==> config.mk <==
export PLATFORM = sky130hd
export DESIGN_NAME = uart_rx
export DESIGN_NICKNAME = d
export VERILOG_FILES = /design/src/rtl/uart_rx.sv
export SDC_FILE = /design/constraint.sdc
export NUM_CORES = 1
export LEC_CHECK = 0
export ABC_AREA = 1
export CORE_AREA = 3 3 63 65
export DETAILED_ROUTE_END_ITERATION = 8
export DIE_AREA = 0 0 66 68
export GPL_TIMING_DRIVEN = 0
export PLACE_DENSITY = 0.65
export SYNTH_ARGS = -nofsm -noshare
export SYNTH_HDL_FRONTEND = slang
export SYNTH_SLANG_ARGS = --single-unit
==> constraint.sdc <==
create_clock -name clk_i -period 2.15 [get_ports clk_i]
set_clock_uncertainty 0.15 [all_clocks]
set_input_delay 0.3225 -clock clk_i [delete_from_list [all_inputs] [get_ports clk_i]]
set_output_delay 0.3225 -clock clk_i [all_outputs]
set_load 0.005 [all_outputs]
==> src/rtl/uart_rx.sv <==
// uart_rx: 8N1 asynchronous serial receiver.
// A 2-flop synchronizer feeds a mid-bit sampling FSM. One-cycle pulses mark a
// completed frame (rx_done_tick_o) or a low stop bit (rx_frame_err_o).
module uart_rx #(
  parameter int unsigned CLKS_PER_BIT = 10
) (
  input  logic       clk_i,
  input  logic       rstn_i,
  input  logic       rx_i,
  output logic [7:0] rx_dout_o,
  output logic       rx_done_tick_o,
  output logic       rx_frame_err_o,
  output logic       rx_active_o
);

  localparam int unsigned CW = $clog2(CLKS_PER_BIT);
  localparam logic [CW-1:0] HALF_LAST = CW'(CLKS_PER_BIT / 2 - 1);
  localparam logic [CW-1:0] BIT_LAST  = CW'(CLKS_PER_BIT - 1);

  typedef enum logic [1:0] {
    IDLE,
    START,
    DATA,
    STOP
  } state_t;

  state_t        state_q, state_n;
  logic [CW-1:0] cnt_q, cnt_n;
  logic [2:0]    idx_q, idx_n;
  logic [7:0]    sh_q, sh_n;
  logic [7:0]    dout_n;
  logic          done_n, err_n;

  logic          sync1_q, sync2_q, rx_prev_q;
  logic          rx_s;

  assign rx_s = sync2_q;

  // Synchronize the line and keep the previous synchronized value for edge detection.
  always_ff @(posedge clk_i or negedge rstn_i) begin
    if (!rstn_i) begin
      sync1_q   <= 1'b1;
      sync2_q   <= 1'b1;
      rx_prev_q <= 1'b1;
    end else begin
      sync1_q   <= rx_i;
      sync2_q   <= sync1_q;
      rx_prev_q <= sync2_q;
    end
  end

  // State, counters, shift register and registered outputs.
  always_ff @(posedge clk_i or negedge rstn_i) begin
    if (!rstn_i) begin
      state_q        <= IDLE;
      cnt_q          <= '0;
      idx_q          <= '0;
      sh_q           <= '0;
      rx_dout_o      <= '0;
      rx_done_tick_o <= 1'b0;
      rx_frame_err_o <= 1'b0;
      rx_active_o    <= 1'b0;
    end else begin
      state_q        <= state_n;
      cnt_q          <= cnt_n;
      idx_q          <= idx_n;
      sh_q           <= sh_n;
      rx_dout_o      <= dout_n;
      rx_done_tick_o <= done_n;
      rx_frame_err_o <= err_n;
      rx_active_o    <= (state_q != IDLE);
    end
  end

  // Next-state and datapath decisions; sampling happens only at counter terminal values.
  always_comb begin
    state_n = state_q;
    cnt_n   = cnt_q;
    idx_n   = idx_q;
    sh_n    = sh_q;
    dout_n  = rx_dout_o;
    done_n  = 1'b0;
    err_n   = 1'b0;
    case (state_q)
      IDLE: begin
        if (rx_prev_q && !rx_s) begin
          cnt_n   = '0;
          state_n = START;
        end
      end
      START: begin
        if (cnt_q == HALF_LAST) begin
          cnt_n = '0;
          if (!rx_s) begin
            idx_n   = '0;
            state_n = DATA;
          end else begin
            state_n = IDLE;
          end
        end else begin
          cnt_n = cnt_q + CW'(1);
        end
      end
      DATA: begin
        if (cnt_q == BIT_LAST) begin
          sh_n  = {rx_s, sh_q[7:1]};
          cnt_n = '0;
          idx_n = idx_q + 3'd1;
          if (idx_q == 3'd7) begin
            state_n = STOP;
          end
        end else begin
          cnt_n = cnt_q + CW'(1);
        end
      end
      STOP: begin
        if (cnt_q == BIT_LAST) begin
          cnt_n   = '0;
          state_n = IDLE;
          if (rx_s) begin
            dout_n = sh_q;
            done_n = 1'b1;
          end else begin
            err_n = 1'b1;
          end
        end else begin
          cnt_n = cnt_q + CW'(1);
        end
      end
      default: state_n = IDLE;
    endcase
  end

endmodule

==> results.toml, run 1 <==
[outcome]
status = "finished, final reports clean"

[setup_path]
cp_cell_sequence = "inv_1, ha_1, nand2_1, nor2_2, nand4_2, buf_6, nand2_1, o21ai_0"
worstSetupStartpoint = "cnt_q[1]"
reg2reg_from = "cnt_q[1]"
reg2reg_depth = 8
cp_data_arrival_time_ns = 1.89
ff2ff_setup_slack_ns = 0.33
start_kind = "flip-flop"
rr_endpoint = "rx_dout_o[2]"
cpMostUsedCell = "nand2_1"
cp_max_fo = 10
slowest_delay_ns = 0.40
critPathRequiredTime_ns = 2.22
slowest_stage = "dfrtp_1"
critPathKind = "flip-flop to flip-flop"
end_kind = "flip-flop"

[route]
ant_nets = 0
drt-total-wl_mm = 2.37
drt_iter0_markers = 42
viasPerCell = 4.55
wl_per_cell_um = 11.3
drt-pass1-iter-count = 4
route.vias.total = 956
drcViolationCount = 0

[sta]
period_share_pct = 84.6
rsz0062_at_grt = "false"
timing_worst_slew_pin_value_ns = 0.665
maxSlewHeadroom_pct = 55.7
maxSlewViolCount = 0
finalCriticalPeriod_ns = 1.82
setup_viol = 0
finalHoldViolCount = 0
max_freq_mhz = 550
tns_ns = 0

[placement]
globalplace.congestion = 0.800
dp_hpwl_mm = 1.65
io_buffer_count = 13
placed_cells = 201
place_area_um2 = 1560

[clock_tree]
max-clock-path-buffers = 2
clock_latency_ns = 0.34
clk_pin_slew_ns = 0.09
ctsHtreeMaxLevel = 2
post_cts_buffers = 0
clock_sinks = 31
cts_buffers = 5
cts_root_buf = "clkbuf_4"
cts_tree = "done"

[worst_hold_path]
hold_end = "rx_s"
min_path_type = "flip-flop to flip-flop"
hold_path_startpoint = "sync1_q"
hold_depth = 0

[grt]
grt_antenna_before_repair = 0
first_global_vias = 936
grt_max_degree = 32
track_usage_pct = 13.2
grt_pass1_wl_mm = 4.33
grt.overflow.total = 0

[pwr]
power_switching_mw = 0.519
combPwrFrac_pct = 27.6
p_int_mw = 0.921
clkPwrFrac_pct = 22.4
swShare_pct = 36.0
vdd_ir_drop_max_mv = 0.528
p_leak_nw = 0.775
power_frac_seq_pct = 50.0
power-per-cell-area_nw_per_um2 = 891

[synth]
synthTopCellsByArea = "dfrtp_1 (51%), nand2_1 (7.9%), o21ai_0 (6.6%)"
synth_nets = 150
synth-compound-area-share_pct = 10.1
ys_types = 23
seq_area_frac_synth_pct = 56.7
synthSimpleGateAreaFrac_pct = 19.8
synth_area_leader_cell = "dfrtp_1"
syn_area_um2 = 1370
avgSynthCellArea_um2 = 9.67
synthAdderAreaFrac_pct = 4.55
synthMuxAreaShare_pct = 0
ys_warn_count = 0
netlist_instances = 142
yosysTopAreaCellShare_pct = 51.0
synth-seq-cells = 31
synth-xor-area-share_pct = 0.638
synth_top_family_by_area = "simple AND/OR/NAND/NOR gates"

[final_layout]
drive_gt1_share_pct = 17.7
final_nets = 171
area.growth.synth_to_final_pct = 17.7
fin_cells = 210
antenna_cells = 0
post-route-util_pct = 47.7
stdcell_area_um2 = 1620
fill_cells = 334

[die]
start_util_pct = 40.5
num_rows = 21
die_x_um = 66
die_area_um2 = 4490
die_h_um = 68
ios = 14
core_um2 = 3390

[run]
cap_violations = 0
[state kept, by name, indices dropped and copies added, names as in the netlist, named ones only]
signal	count
rx_s	1
idx_q	3
sh_q	8
rx_done_tick_o	1
cnt_q	4
rx_frame_err_o	1
sync1_q	1
state_q	1
rx_dout_o	8
rx_active_o	1
rx_prev_q	1
[worst max path at each step]
stage / end / slack (ns) / cells after the start
after CTS: rx_dout_o[2] / 0.31 / 8
after global routing: rx_dout_o[7] / 0.14 / 7
after global placement: sh_q[4] / 0.09 / 1
after floorplan: rx_dout_o[1] / 0.57 / 8
final: rx_dout_o[2] / 0.33 / 8
after detailed placement: rx_dout_o[4] / 0.02 / 1
[cell usage in the layout (no fill, tap or decap)]
cell type / count
nand2_1: 29
dfrtp_1: 28
inv_1: 19
o21ai_0: 18
clkdlybuf4s50_1: 12
nand3_1: 8
nor2_1: 6
ha_1: 5
clkbuf_4: 5
nand2_2: 4
inv_2: 4
nor2_2: 3
o21ai_2: 3
dfstp_2: 3
nand4_1: 2
clkbuf_1: 2
nand4_2: 1
nor3_1: 1
buf_6: 1
a21oi_2: 1
nor2_8: 1
buf_8: 1
and2_1: 1
a21oi_1: 1
xor2_1: 1
o2bb2ai_1: 1
clkinv_2: 1
dlygate4sd3_1: 1
buf_2: 1
[routing by layer]
layer | track usage [%] | vias to the layer above | wire (um)
li1 | - | 488 | -
met1 | 16.8 | 441 | 1110
met2 | 19.6 | 19 | 1080
met3 | 3.61 | 8 | 103
met4 | 9.14 | 0 | 76
met5 | 0 | - | 0
[what timing repair did]
action,CTS,global route
resized for setup,0,0
endpoints found under the hold margin,0,28
hold buffers,0,1
[critical path, delay by kind of cell, from the launching register on]
| kind | cells | cell delay, ns |
|---|---|---|
| AO/OA/AOI/OAI | 1 | 0.07 |
| flip-flops | 1 | 0.40 |
| adder cells (fa/ha/maj) | 1 | 0.17 |
| buffers and inverters | 2 | 0.33 |
| AND/OR/NAND/NOR | 4 | 0.59 |
[stage by stage]
| stage | total power, mW | setup slack (ns) | hold slack, ns |
|---|---|---|---|
| after global routing | 1.55 | 0.145 | 0.219 |
| after detailed placement | 1.13 | 0.0208 | 0.200 |
| after CTS | 1.46 | 0.311 | 0.214 |
| after global placement | 1.11 | 0.0904 | 0.197 |
| final | 1.44 | 0.330 | 0.212 |
| after floorplan | 1.03 | 0.574 | -0.123 |
[cells in the mapped netlist (all sizes together)]
cell	n
nand2	33
dfrtp	28
inv	23
o21ai	21
nor2	10
nand3	8
ha	5
dfstp	3
nand4	3
a21oi	2
buf	2
and2	1
nor3	1
o2bb2ai	1
xor2	1
[area by class of cell]
cell class | instances | area, um^2 | area share (%)
clock inverter | 1 | 5.00 | 0.310
inverter | 23 | 86.3 | 5.34
sequential | 31 | 779 | 48.2
clock buffer | 7 | 45.0 | 2.79
tap | 46 | 57.6 | 3.56
multi-input combinational | 86 | 482 | 29.8
timing repair buffer | 14 | 135 | 8.36
buffer | 2 | 26.3 | 1.63
[power by group through the flow]
stage / clock (mW) / combinational [mW] / sequential (mW)
6_report: 0.322 / 0.397 / 0.721
5_1_grt: 0.357 / 0.461 / 0.735
3_5_place_dp: 0 / 0.402 / 0.732
3_3_place_gp: 0 / 0.387 / 0.727
4_1_cts: 0.339 / 0.402 / 0.721
2_1_floorplan: 0 / 0.310 / 0.717
[kinds of logic after synthesis]
kind of cell	Yosys count
simple gates	56
flops	31
buf+inv	25
compound gates	24
fa+ha+maj	5
xor+xnor	1
Power figures use the tool's default switching activity.
==> run 2: changes to the inputs <==
clock period = 1.8 ns   (was 2.15 ns; I/O delays follow)
==> run 2 against run 1 <==
Maximum frequency grew 8.4%. Final cell count grew 2.4%. Clock-buffer cell count is the same. Total power grew 22%. Die area is the same. Cell area grew 3.8%. First-iteration DRC count grew 9.5%. Combinational power grew 28%. Core utilization grew 1.8 points. Register-to-register slack lost 0.21 ns. Wire length grew 2.8%. Non-clock buffer count grew 5.
==> results.toml, run 2 (synthesis gave the netlist of run 1 again) <==
[outcome]
status = "finished, final reports clean"

[route]
ant_nets = 0
route.vias.total = 995
drcViolationCount = 0
drt_iter0_markers = 46
wl_per_cell_um = 11.3
viasPerCell = 4.63
drt-pass1-iter-count = 4
drt-total-wl_mm = 2.44

[setup_path]
start_kind = "flip-flop"
end_kind = "flip-flop"
slowest_stage = "dfrtp_1"
crit_family = "simple AND/OR/NAND/NOR gates"
critPathRequiredTime_ns = 1.88
slowest_delay_ns = 0.40
cp_data_arrival_time_ns = 1.76
critPathKind = "flip-flop to flip-flop"
worst-path-buf-inv = 1
cp_max_fo = 5
cp_cell_sequence = "inv_1, ha_2, nand2_1, nor2_4, nor2_1, nor2_2, nand3_1, and2_1"

[worst_hold_path]
min_path_type = "input pin to flip-flop"

[final_layout]
antenna_cells = 0
post-route-util_pct = 49.5
final_common_cell = "nand2_1"
layout_common_cells = "nand2_1 (29), dfrtp_1 (28), inv_1 (19)"
area.growth.synth_to_final_pct = 22.1
reg.largest.list = "rx_dout_o: 8 flops, sh_q: 8 flops, cnt_q: 4 flops"
register_area_um2 = 779
fill_cells = 330
stdcell_area_um2 = 1680
drive_gt1_share_pct = 21.9
multi_input_area_um2 = 505
final_nets = 176

[pwr]
power_mw = 1.76
vdd_ir_drop_max_mv = 0.609
power-per-cell-area_nw_per_um2 = 1050
p_leak_nw = 0.798

[run]
cap_violations = 0

[sta]
period_share_pct = 93.3
setup_slack_ns = 0.121
setup_viol = 0
finalCriticalPeriod_ns = 1.68
finalHoldViolCount = 0
timing_worst_slew_pin_value_ns = 0.670
max_freq_mhz = 596
maxSlewHeadroom_pct = 55.4
maxSlewViolCount = 0

[grt]
grt_antenna_before_repair = 0
grt_max_degree = 32
first_global_vias = 939
grt_pass1_wl_mm = 4.33
grt.overflow.total = 0
track_usage_pct = 13.3

[placement]
globalplace.congestion = 0.800
place_area_um2 = 1560
dp_hpwl_mm = 1.65
io_buffer_count = 13
pre_cts_ws_ns = -0.277

[die]
core_um2 = 3390
die_x_um = 66
start_util_pct = 40.5
die_area_um2 = 4490
ios = 14
die_h_um = 68
num_rows = 21

[clock_tree]
cts_tree = "done"
max-clock-path-buffers = 2
clock_sinks = 31
clock_latency_ns = 0.33
cts_root_buf = "clkbuf_4"
ctsHtreeMaxLevel = 2
clk_pin_slew_ns = 0.09
cts_buffers = 5
run 2: changes by cell type in the layout (fill, tap and decap cells not counted), sizes merged:
cell / before / now
buf: 3 / 8
run 2: worst paths after layout:
| kind | startpoint | end | slack (ns) | cells after the start |
|---|---|---|---|---|
| min in group asynchronous | rstn_i | cnt_q[2] | 0.36 | 2 |
| max | cnt_q[1] | state_q[0] | 0.12 | 8 |
| max in group asynchronous | rstn_i | sh_q[2] | 0.71 | 2 |
| min reg2reg | sync1_q | rx_s | 0.21 | 0 |
| min | rx_i | sync1_q | 0.19 | 1 |
| max reg2reg | cnt_q[1] | state_q[0] | 0.12 | 8 |
run 2: per-stage QoR:
step | TNS [ns] | cells | hold slack [ns]
2_1_floorplan | 0 | 142 | -0.176
4_1_cts | 0 | 209 | 0.172
3_3_place_gp | -5.77 | 201 | 0.197
6_report | 0 | 215 | 0.191
5_1_grt | -0.0113 | 215 | 0.195
3_5_place_dp | -7.81 | 201 | 0.200
run 2: report_power, final:
part,switching (mW),internal [mW],leakage [nW]
combinational,0.314,0.194,0.357
sequential,0.101,0.772,0.412
clock,0.230,0.152,0.0293
run 2: timing repair:
| action | in CTS | in global routing |
|---|---|---|
| pin swaps | 0 | 1 |
| setup endpoints to repair | 8 | 11 |
| gates resized for setup | 1 | 4 |
| buffers inserted | 0 | 5 |
| hold buffers | 0 | 1 |
| endpoints found under the hold margin | 0 | 28 |
run 2: layer usage:
layer	global-route usage [%]	wire length, um
met2	19.8	1150
met4	9.14	53
met1	16.8	1130
met3	3.61	107
met5	0	0
run 2: area by class of cell:
class,count,share of cell area (%)
Timing Repair Buffer,19,10.3
Inverter,23,5.15
Sequential cell,31,46.5
Buffer,2,1.57
Tap cell,46,3.43
Clock buffer,7,2.68
Clock inverter,1,0.298
Multi-Input combinational cell,86,30.1
==> run 3: changes to the inputs <==
CTS_CLUSTER_SIZE = 20   (was default)
RECOVER_POWER = 50   (was default)
==> run 3 against run 2 <==
Clock-buffer cell count is the same. Largest cell class unchanged. Register-to-register slack is essentially flat. Sequential share of layout area grew 0.069 points. Sequential cell count is the same. Maximum frequency shrank 0.17%. Final cell count is the same. Combinational power shrank 1%. Critical endpoint unchanged. Die area is the same. Critical path depth is the same.
==> results.toml, run 3 (synthesis gave the netlist of run 1 again) <==
[setup_path]
crit_family = "simple AND/OR/NAND/NOR gates"
worst-path-buf-inv = 1
cp_cell_sequence = "inv_1, ha_2, nand2_1, nor2_4, nor2_1, nor2_2, nand3_1, and2_1"
slowest_delay_ns = 0.40
critPathKind = "flip-flop to flip-flop"
slowest_stage = "dfrtp_1"
cp_data_arrival_time_ns = 1.76
end_kind = "flip-flop"
cp_max_fo = 5
critPathRequiredTime_ns = 1.88
start_kind = "flip-flop"

[placement]
globalplace.congestion = 0.800
dp_hpwl_mm = 1.65
pre_cts_ws_ns = -0.277
io_buffer_count = 13

[route]
drt-total-wl_mm = 2.46
ant_nets = 0
drt_iter0_markers = 48
drcViolationCount = 0
drt-pass1-iter-count = 4
wl_per_cell_um = 11.4
viasPerCell = 4.59
route.vias.total = 986

[final_layout]
reg.largest.list = "rx_dout_o: 8 flops, sh_q: 8 flops, cnt_q: 4 flops"
fill_cells = 331
layout_common_cells = "nand2_1 (29), dfrtp_1 (28), inv_1 (19)"
post-route-util_pct = 49.4
final_common_cell = "nand2_1"
drive_gt1_share_pct = 20.7
area.growth.synth_to_final_pct = 21.9
multi_input_area_um2 = 503
antenna_cells = 0
register_area_um2 = 779
final_nets = 176

[die]
die_area_um2 = 4490
die_h_um = 68
ios = 14
num_rows = 21
start_util_pct = 40.5
die_x_um = 66
core_um2 = 3390

[clock_tree]
cts_tree = "done"
cts_buffers = 5
clock_sinks = 31
ctsHtreeMaxLevel = 2
max-clock-path-buffers = 2
clk_pin_slew_ns = 0.09
cts_root_buf = "clkbuf_4"
clock_latency_ns = 0.33

[grt]
grt_pass1_wl_mm = 4.33
grt_max_degree = 32
grt_antenna_before_repair = 0
first_global_vias = 939
track_usage_pct = 13.3
grt.overflow.total = 0

[outcome]
status = "finished, final reports clean"

[sta]
maxSlewViolCount = 0
setup_slack_ns = 0.118
max_freq_mhz = 595
finalHoldViolCount = 0
setup_viol = 0
finalCriticalPeriod_ns = 1.68
maxSlewHeadroom_pct = 49.7
whs_ns = 0.219
period_share_pct = 93.4
timing_worst_slew_pin_value_ns = 0.755

[run]
cap_violations = 0

[worst_hold_path]
min_path_type = "flip-flop to flip-flop"

[pwr]
clkPwrFrac_pct = 21.8
vdd_ir_drop_max_mv = 0.609
swShare_pct = 36.5
p_int_mw = 1.12
power_frac_seq_pct = 49.5
p_leak_nw = 0.798
power-per-cell-area_nw_per_um2 = 1050
combPwrFrac_pct = 28.6
power_switching_mw = 0.642
-- run 3: path summary, 6_finish.rpt --
check                      startpoint           end  slack, ns  depth (start not counted)
min reg2reg                   sync1_q          rx_s       0.22                          0
min                           sync1_q          rx_s       0.22                          0
max                          cnt_q[1]    state_q[0]       0.12                          8
max reg2reg                  cnt_q[1]    state_q[0]       0.12                          8
min in group asynchronous      rstn_i      cnt_q[2]       0.39                          2
max in group asynchronous      rstn_i  rx_dout_o[7]       0.63                          2
-- run 3: layout make-up --
type | instances | share of cell area [%]
multi-input cells | 86 | 30.0
clock inverters | 1 | 0.299
clock buffers | 7 | 2.69
repair buffers | 19 | 10.3
flip-flops and latches | 31 | 46.5
plain buffers | 2 | 1.57
well taps | 46 | 3.44
inverters | 23 | 5.15
-- run 3: what timing repair did --
item	CTS	global route
setup buffers	0	5
hold buffers	0	1
pin swaps	0	1
resized for setup	1	4
setup endpoints to repair	8	11
hold endpoints to repair	0	28
-- run 3: power by group through the flow --
stage          Clock (mW)  Combinational [mW]  Sequential, mW
3_3_place_gp            0               0.462           0.868
5_1_grt             0.427               0.578           0.884
3_5_place_dp            0               0.480           0.875
4_1_cts             0.405               0.481           0.869
2_1_floorplan           0               0.370           0.857
6_report            0.384               0.503           0.870
-- run 3: through the flow --
stage	std cells	TNS (ns)	power [mW]	area, um^2
after floorplan	142	0	1.23	1370
after global placement	201	-5.77	1.33	1560
after detailed placement	201	-7.81	1.35	1560
after CTS	209	0	1.75	1620
after global routing	215	-0.0103	1.89	1680
final	215	0	1.76	1680
-- run 3: worst register-to-register path: cells and delay by family, from the launching register on --
| family | cells | cell delay [ns] |
|---|---|---|
| AND/OR/NAND/NOR | 6 | 0.74 |
| flip-flops | 1 | 0.40 |
| adder cells (fa/ha/maj) | 1 | 0.20 |
| buffers and inverters | 1 | 0.11 |
-- run 3: layer usage --
| layer | GRT usage (%) | vias to the layer above | routed length, um |
|---|---|---|---|
| met5 | 0 | - | 0 |
| met4 | 9.14 | 0 | 29 |
| met3 | 3.61 | 4 | 98 |
| met2 | 19.8 | 13 | 1170 |
| met1 | 16.8 | 461 | 1150 |
| li1 | - | 508 | - |
